===== src/rtl/cpu_defs_pkg.sv =====
// cpu_defs_pkg: control step states, opcodes, ALU codes and strobe bundle for the control sequencer
package cpu_defs_pkg;
   typedef enum logic [3:0] {RESET, T0, T1, T2, T3, T4, T5, T6, T7, HALT} state_t;
   localparam logic [4:0] OP_LD   = 5'b00000, OP_LDI  = 5'b00001, OP_ST   = 5'b00010,
                          OP_ADDI = 5'b01011, OP_ANDI = 5'b01100, OP_ORI  = 5'b01101,
                          OP_BR   = 5'b10010, OP_JR   = 5'b10011, OP_JAL  = 5'b10100,
                          OP_IN   = 5'b10101, OP_OUT  = 5'b10110, OP_MFHI = 5'b10111,
                          OP_MFLO = 5'b11000, OP_NOP  = 5'b11010, OP_HALT = 5'b11011;
   localparam logic [3:0] ALU_ADD = 4'b0001, ALU_AND = 4'b0110, ALU_OR = 4'b0111, ALU_INC = 4'b1001;
   typedef struct packed {
      logic Gra, Grb, Grc, Rin, Rout, BAout, PCout, PCin, IncPC, MARin, MDRin, MDRout, IRin;
      logic Yin, Zin, ZLowout, ZHighout, HIin, LOin, HIout, LOout, Cout, InPortout, outPortin;
      logic conIn, conOut, R15ctrl, Read, Write;
      logic [3:0] ALUselect;
   } ctrl_t;
   // final execute step of each opcode; undefined opcodes finish at T3 like nop
   function automatic state_t last_step(logic [4:0] op);
      case (op)
         OP_LD, OP_ST: return T7;
         OP_LDI, OP_ADDI, OP_ANDI, OP_ORI: return T5;
         OP_BR: return T6;
         OP_JAL: return T4;
         default: return T3;
      endcase
   endfunction
endpackage


===== src/rtl/control_sequencer.sv =====
// control_sequencer: hardwired Moore control unit stepping fetch T0-T2 and per-opcode execute T3-T7
module control_sequencer import cpu_defs_pkg::*; #(
   parameter int OPW = 5,
   parameter int SELW = 4
) (
   input  logic            clk,
   input  logic            rst_n,
   input  logic [31:0]     IR,
   input  logic            CON,
   output logic            run,
   output logic            Gra, Grb, Grc, Rin, Rout, BAout,
   output logic            PCout, PCin, IncPC, MARin, MDRin, MDRout, IRin, Yin, Zin,
   output logic            ZLowout, ZHighout, HIin, LOin, HIout, LOout, Cout,
   output logic            InPortout, outPortin, conIn, conOut, R15ctrl, Read, Write,
   output logic [SELW-1:0] ALUselect
);
   state_t state, nxt;
   logic [4:0] opc, opc_next;
   ctrl_t ctrl_q;
   logic run_q;
   logic unused;
   assign unused = ^{CON, IR[31-OPW:0]};
   function automatic ctrl_t step_decode(state_t s, logic [4:0] op);
      ctrl_t c;
      c = '0;
      case (s)
         T0: begin c.PCout = 1'b1; c.MARin = 1'b1; c.IncPC = 1'b1; c.Zin = 1'b1; c.ALUselect = ALU_INC; end
         T1: begin c.ZLowout = 1'b1; c.PCin = 1'b1; c.Read = 1'b1; c.MDRin = 1'b1; end
         T2: begin c.MDRout = 1'b1; c.IRin = 1'b1; end
         T3: case (op)
            OP_LD, OP_LDI, OP_ST: begin c.Grb = 1'b1; c.BAout = 1'b1; c.Yin = 1'b1; end
            OP_ADDI, OP_ANDI, OP_ORI: begin c.Grb = 1'b1; c.Rout = 1'b1; c.Yin = 1'b1; end
            OP_BR: begin c.Gra = 1'b1; c.Rout = 1'b1; c.conIn = 1'b1; end
            OP_JR: begin c.Gra = 1'b1; c.Rout = 1'b1; c.PCin = 1'b1; end
            OP_JAL: begin c.R15ctrl = 1'b1; c.PCout = 1'b1; end
            OP_IN: begin c.Gra = 1'b1; c.Rin = 1'b1; c.InPortout = 1'b1; end
            OP_OUT: begin c.Gra = 1'b1; c.Rout = 1'b1; c.outPortin = 1'b1; end
            OP_MFHI: begin c.HIout = 1'b1; c.Gra = 1'b1; c.Rin = 1'b1; end
            OP_MFLO: begin c.LOout = 1'b1; c.Gra = 1'b1; c.Rin = 1'b1; end
            default: ;
         endcase
         T4: case (op)
            OP_LD, OP_LDI, OP_ST, OP_ADDI, OP_ANDI, OP_ORI: begin
               c.Cout = 1'b1;
               c.Zin = 1'b1;
               c.ALUselect = op == OP_ANDI ? ALU_AND : op == OP_ORI ? ALU_OR : ALU_ADD;
            end
            OP_BR: begin c.PCout = 1'b1; c.Yin = 1'b1; end
            OP_JAL: begin c.Gra = 1'b1; c.Rout = 1'b1; c.PCin = 1'b1; end
            default: ;
         endcase
         T5: case (op)
            OP_LD, OP_ST: begin c.ZLowout = 1'b1; c.MARin = 1'b1; end
            OP_LDI, OP_ADDI, OP_ANDI, OP_ORI: begin c.ZLowout = 1'b1; c.Gra = 1'b1; c.Rin = 1'b1; end
            OP_BR: begin c.Cout = 1'b1; c.Zin = 1'b1; c.ALUselect = ALU_ADD; end
            default: ;
         endcase
         T6: case (op)
            OP_LD: begin c.Read = 1'b1; c.MDRin = 1'b1; end
            OP_ST: begin c.Gra = 1'b1; c.Rout = 1'b1; c.MDRin = 1'b1; end
            OP_BR: begin c.ZLowout = 1'b1; c.conOut = 1'b1; end
            default: ;
         endcase
         T7: case (op)
            OP_LD: begin c.MDRout = 1'b1; c.Gra = 1'b1; c.Rin = 1'b1; end
            OP_ST: begin c.MDRout = 1'b1; c.Write = 1'b1; end
            default: ;
         endcase
         default: ;
      endcase
      return c;
   endfunction
   // opcode is captured on entry to T3 so later IR changes cannot disturb execution
   assign opc_next = (state == T2) ? 5'(IR[31 -: OPW]) : opc;
   always_comb begin
      nxt = state;
      case (state)
         RESET: nxt = T0;
         HALT: nxt = HALT;
         default: nxt = (state == T3 && opc == OP_HALT) ? HALT :
                        (state == last_step(opc)) ? T0 : state_t'(state + 4'd1);
      endcase
   end
   // strobes are decoded from the next state so they are registered alongside it
   always_ff @(posedge clk or negedge rst_n) begin
      if (!rst_n) begin
         state <= RESET;
         opc <= '0;
         ctrl_q <= '0;
         run_q <= 1'b0;
      end else begin
         state <= nxt;
         opc <= opc_next;
         ctrl_q <= step_decode(nxt, opc_next);
         run_q <= nxt != HALT;
      end
   end
   assign run = run_q;
   assign Gra = ctrl_q.Gra;             assign Grb = ctrl_q.Grb;             assign Grc = ctrl_q.Grc;
   assign Rin = ctrl_q.Rin;             assign Rout = ctrl_q.Rout;           assign BAout = ctrl_q.BAout;
   assign PCout = ctrl_q.PCout;         assign PCin = ctrl_q.PCin;           assign IncPC = ctrl_q.IncPC;
   assign MARin = ctrl_q.MARin;         assign MDRin = ctrl_q.MDRin;         assign MDRout = ctrl_q.MDRout;
   assign IRin = ctrl_q.IRin;           assign Yin = ctrl_q.Yin;             assign Zin = ctrl_q.Zin;
   assign ZLowout = ctrl_q.ZLowout;     assign ZHighout = ctrl_q.ZHighout;   assign HIin = ctrl_q.HIin;
   assign LOin = ctrl_q.LOin;           assign HIout = ctrl_q.HIout;         assign LOout = ctrl_q.LOout;
   assign Cout = ctrl_q.Cout;           assign InPortout = ctrl_q.InPortout; assign outPortin = ctrl_q.outPortin;
   assign conIn = ctrl_q.conIn;         assign conOut = ctrl_q.conOut;       assign R15ctrl = ctrl_q.R15ctrl;
   assign Read = ctrl_q.Read;           assign Write = ctrl_q.Write;
   assign ALUselect = SELW'(ctrl_q.ALUselect);
endmodule


===== config.mk =====
export PLATFORM = sky130hd
export DESIGN_NAME = control_sequencer
export DESIGN_NICKNAME = d
export VERILOG_FILES = /design/src/rtl/cpu_defs_pkg.sv /design/src/rtl/control_sequencer.sv
export SDC_FILE = /design/constraint.sdc
export NUM_CORES = 1
export LEC_CHECK = 0
export BUFFER_PORTS_ARGS = -buffer_cell sky130_fd_sc_hd__buf_2
export CAP_MARGIN = 20
export CELL_PAD_IN_SITES_DETAIL_PLACEMENT = 0
export CELL_PAD_IN_SITES_GLOBAL_PLACEMENT = 1
export CORE_ASPECT_RATIO = 2
export CORE_MARGIN = 3
export CORE_UTILIZATION = 41
export CTS_CLUSTER_DIAMETER = 80
export DETAILED_ROUTE_END_ITERATION = 8
export GPL_TIMING_DRIVEN = 0
export PLACE_DENSITY = 0.82
export SETUP_SLACK_MARGIN = 0.2
export SLEW_MARGIN = 30
export SYNTH_ARGS = -nofsm -noshare
export SYNTH_HDL_FRONTEND = slang
export SYNTH_SLANG_ARGS = --single-unit

===== constraint.sdc =====
create_clock -name clk -period 4.2 [get_ports clk]
set_input_delay 0.84 -clock clk [delete_from_list [all_inputs] [get_ports clk]]
set_output_delay 0.84 -clock clk [all_outputs]
set_load 0.03 [all_outputs]

After elaboration in Yosys (flattened, before gate mapping)
Memory sizes are Yosys's and may differ from the RTL's.
Index checks and enable logic that the tools add are counted.
{ "classes": {"add_sub_neg": 1, "mul": 0, "div": 0, "n_lt_le_gt_ge": 0, "eq_ne": 26, "n_shift": 0, "muxes": 48, "bitwise_logic": 0, "n_reduce_logical": 11} }
{ "ops": {"columns": ["cell", "count"], "rows": [
  ["$eq A5 B5 Y1 const B", 8],
  ["$mux W1", 24],
  ["$eq A4 B3 Y1 const B", 5],
  ["$pmux W1 S3", 6],
  ["$reduce_or A6 Y1", 3],
  ["$eq A5 B4 Y1 const B", 3],
  ["$eq A4 B2 Y1 const B", 3],
  ["$mux W3", 4],
  ["$mux W4", 3],
  ["$pmux W1 S2", 6],
  ["$pmux W4 S3", 1],
  ["$eq A4 B4 Y1 const B", 2],
  ["$pmux W4 S2", 1],
  ["$reduce_or A3 Y1", 2],
  ["$eq A5 B1 Y1 const B", 1],
  ["$eq A5 B2 Y1 const B", 1],
  ["$logic_not A5 Y1", 1],
  ["$mux W5", 1],
  ["$pmux W1 S5", 1],
  ["$add A4 B1 Y4 const B", 1],
  ["$eq A4 B1 Y1 const B", 1],
  ["$eq A4 B4 Y1", 1],
  ["$logic_not A4 Y1", 1],
  ["$ne A4 B4 Y1 const B", 1],
  ["4 further kinds", 5]
]} }
{ "word_totals": {"ff_bits": 39, "latchBits": 0, "ram_bits": 0, "mem_bits_ro": 128, "input_bits": 35, "word_cells": 116, "n_memories": 1} }
{ "mem_list": {"columns": ["memory", "depth", "width", "rd", "rd_clocked_by_memory_dff", "write_ports", "line_no", "text"], "rows": [
  ["(name not given)", 32, 4, 1, 0, 0, "cpu_defs_pkg.sv:18", "case (op)"]
]} }

Depth between registers and ports, before layout
{ "logic_depth": {"word_depth": 9, "mapped_depth": 11} }

Worst setup path before layout
No wires, ideal clock.
{ "synth_timing": {"path_type": "register to register", "start": "register state[0]", "end": "register ctrl_q, in the netlist Gra", "t_arrival_ns": 2.441, "slack_ns": 1.628, "stages_incl_launch_ff": 12, "path_buffers": 3, "period_less_slack_ns": 2.572, "path_cell_list": "dfrtp_1 > clkbuf_1 > clkbuf_1 > inv_1 > ha_1 > clkbuf_1 > inv_1 > nand2_1 > o22ai_1 > a21oi_1 > nor2_1 > or3_1"} }
{ "synth_via": {"elab_chain_len": 6} }
{ "synth_rtl": {"columns": ["item", "line_no", "text"], "rows": [
  ["start, declared", "control_sequencer.sv:17", "state_t state, nxt;"],
  ["start signal, assigned", "control_sequencer.sv:92", "state <= nxt;"],
  ["$add A4 B1 Y4 (tied with other cells)", "control_sequencer.sv:81", "(state == last_step(opc)) ? T0 : state_t'(state + 4'd1);"],
  ["$mux W4 (tied with other cells)", "control_sequencer.sv:81", null],
  ["$mux W4 (tied with other cells)", "control_sequencer.sv:80", "default: nxt = (state == T3 && opc == OP_HALT) ? HALT :"],
  ["$pmux W4 S2 (tied with other cells)", "control_sequencer.sv:77", "case (state)"],
  ["$eq A4 B4 Y1 (tied with other cells)", "control_sequencer.sv:26", "case (s)"],
  ["$pmux W1 S5 (*)", "control_sequencer.sv:26", null],
  ["end signal, assigned", "control_sequencer.sv:94", "ctrl_q <= step_decode(nxt, opc_next);"],
  ["end, declared", "control_sequencer.sv:19", "ctrl_t ctrl_q;"]
]} }
Every way passes the cells marked *; elsewhere a longest branch is shown, timed or not.

Worst setup path after layout
Ends and elaborated chain as after synthesis.

==> metrics.txt <==
global route overflow 0; Die ar. between 6000 and 7000 um^2; RD Place Congestion roughly 0.89; post-CTS setup buffer count 0; Max VDD drop ~370 uV; Initial Utilization 0.4251; clk root buf clkbuf_8; final wirelength 5.544 mm; critical path peak fanout 10; cell area after layout 2576 um^2; final hold violations 0; Layout Nets approximately 310; CTS tree done; Tot GR Track Use 0.1828; number of synthesized flops with an enable pin 0; Die X 57.62 um; # Max-Cap Violations 0; post-route ant nets 0; Netlist Area Pre-Place about 2200 um^2; post-DP HPWL 4.221 mm; Largest Register opc; post-synth cell types 58; Seq/Total Area, Yosys 0.4353; drt first pass iters 4; asr flop ratio synth 1.000; Slew HR 0.4631; Pwr Density approximately 830 nW/um^2; DRT iter0 DRCs 71; vias in the first global route between 1,500 and 2,000; cells after synthesis between 200 and 250; CP Launch Type flop; DP Area about 2400 um^2; antenna violations before repair 0; Final setup viols 0; IO Pins around 70; leakage power ~1.2 nW; Final Max Slew Viols 0; DRC violation count after routing 0; # rows 37; IO Port Bufs 34; final setup skew around 6.4 ps; largest net degree at the start of global routing 39; RSZ-0062 raised after global routing no; H-Tree Depth 2; Peak Freq approximately 290 MHz; # resized after CTS 0; vias approximately 1,900; # hold bufs at CTS 0; Clock Latency Late Sink 290 ps; routed wire length per instance between 15 and 20 um; crit path kind flop to flop; CORE AREA 5139 um^2; status completed; Clock Sinks 38; HP Class input pin to async pin; Avg Synthesized Cell Area 9.457 um^2; Yosys reg bits 38; vias per cell about 5.7; Tcrit/Tclk final 0.8231; Clock Path Buffers 2; P&R area growth vs syn 17.93%; first-pass GRT wire length about 8.8 mm; Worst Path Arrival about 3600 ps; Critical Path RT 4370 ps; minimum clock period between 3000 and 4000 ps; Synth Flop Type dfrtp_1; Slew @ Worst Pin around 800 ps; CP Capture Type flop; Yosys warning count 0; clock slew at reported path FFs 80 ps; Total Negative Setup Slacks 0 ps; max reg flops 5; die height approximately 110 um; diode count 0; cts bufs inserted 5; fraction of layout cells with a size suffix above 1 0.2246
[cell usage in the layout (no fill, tap or decap), drive strengths merged, types with 4 or more instances in the layout]
cell    instances
nand2          19
nor3           16
mux2i           6
nor4            6
a21oi           6
o21ai          12
inv             9
nor2b           8
nor3b           6
nand2b          7
nor2            9
clkbuf         19
nand3          10
dfrtp          38
nor4b           4
conb            4
buf            43
[final cells by class]
type                            instances  area [um^2]
Buffer                                 23        116.4
Clock buffer                            5        68.82
Clock inverter                          3        68.82
Fill cell                             515         2562
Inverter                                9        33.78
Multi-Input combinational cell        164         1095
Sequential cell                        38        950.9
Tap cell                               58        72.57
Timing Repair Buffer                   34        170.2
[path summary, 6_finish.rpt]
| kind | start | endpoint | slack (ps) | depth (start not counted) |
|---|---|---|---|---|
| setup / recovery | state[0] | Gra | 740 | 11 |
| hold / removal | rst_n | opc[4] | 630 | 1 |
| setup reg to reg | state[0] | Gra | 740 | 11 |
| hold reg to reg | opc[4] | opc[4] | 730 | 3 |
| max in group asynchronous | rst_n | Zin | 3050 | 1 |
| min in group clk | opc[4] | opc[4] | 730 | 3 |
[cells in the mapped netlist, drive strengths merged (2+ instances only)]
master | n | area share
nand4 | 3 | 0.011
a211o | 2 | 0.0080
and2 | 2 | 0.0057
nor3b | 6 | 0.021
nand3b | 2 | 0.0069
nor4b | 4 | 0.016
nor2b | 8 | 0.023
or2 | 2 | 0.0057
a21o | 3 | 0.010
nand3 | 10 | 0.023
nand2 | 19 | 0.033
o21ai | 12 | 0.031
nor4 | 6 | 0.024
ha | 3 | 0.017
nand2b | 7 | 0.020
inv | 9 | 0.015
nor3 | 16 | 0.037
nand4b | 3 | 0.012
mux2i | 6 | 0.027
clkbuf | 14 | 0.024
o31ai | 3 | 0.010
xor2 | 2 | 0.0080
dfrtp | 38 | 0.44
a21oi | 6 | 0.014
buf | 9 | 0.029
or4 | 3 | 0.014
o32a | 3 | 0.014
nor2 | 9 | 0.015
[per-layer routing]
layer,up-vias,part of all wire,GRT usage
met5,-,0,0
li1,907,-,-
met2,73,0.55,0.3406
met1,896,0.37,0.1954
met4,0,0.033,0.08955
met3,18,0.047,0.02251
[through the flow]
step | util | power (mW) | setup WS, ps | hold WS [ps] | cells
finish | 0.5013 | 2.129 | 743.2 | 630.8 | 334
global route | 0.5013 | 2.264 | 558.3 | 723.9 | 334
CTS | 0.5013 | 2.136 | 785.8 | 662.3 | 334
detailed placement | 0.4746 | 1.759 | 826.2 | 704.7 | 326
global placement | 0.4746 | 1.744 | 843.8 | 708.1 | 326
floorplan | - | 1.432 | 1628 | 544.4 | 234
[critical path, stage by stage (launching register included)]
cell	delay (ps)
dfrtp_1	390
clkbuf_1	300
clkbuf_1	410
inv_1	180
ha_1	320
clkbuf_1	360
inv_1	240
nand2_1	380
o22ai_1	150
a21oi_1	240
nor2_1	60
or3_1	310
[cells by family after synthesis]
kind of cell	Yosys count	synth area share
buf+inv	32	0.06873
mux	6	0.02749
xor+xnor	3	0.01203
fa+ha+maj	3	0.01718
other cells	1	0.001717
simple gates	106	0.2904
flops	38	0.4353
compound gates	42	0.1472
[where the power goes]
part           total, mW  switching, mW  internal, mW
logic               1.26          0.863         0.395
registers          0.503         0.0343         0.468
clock network      0.369          0.131         0.238
(Power assumes the default switching activity.)
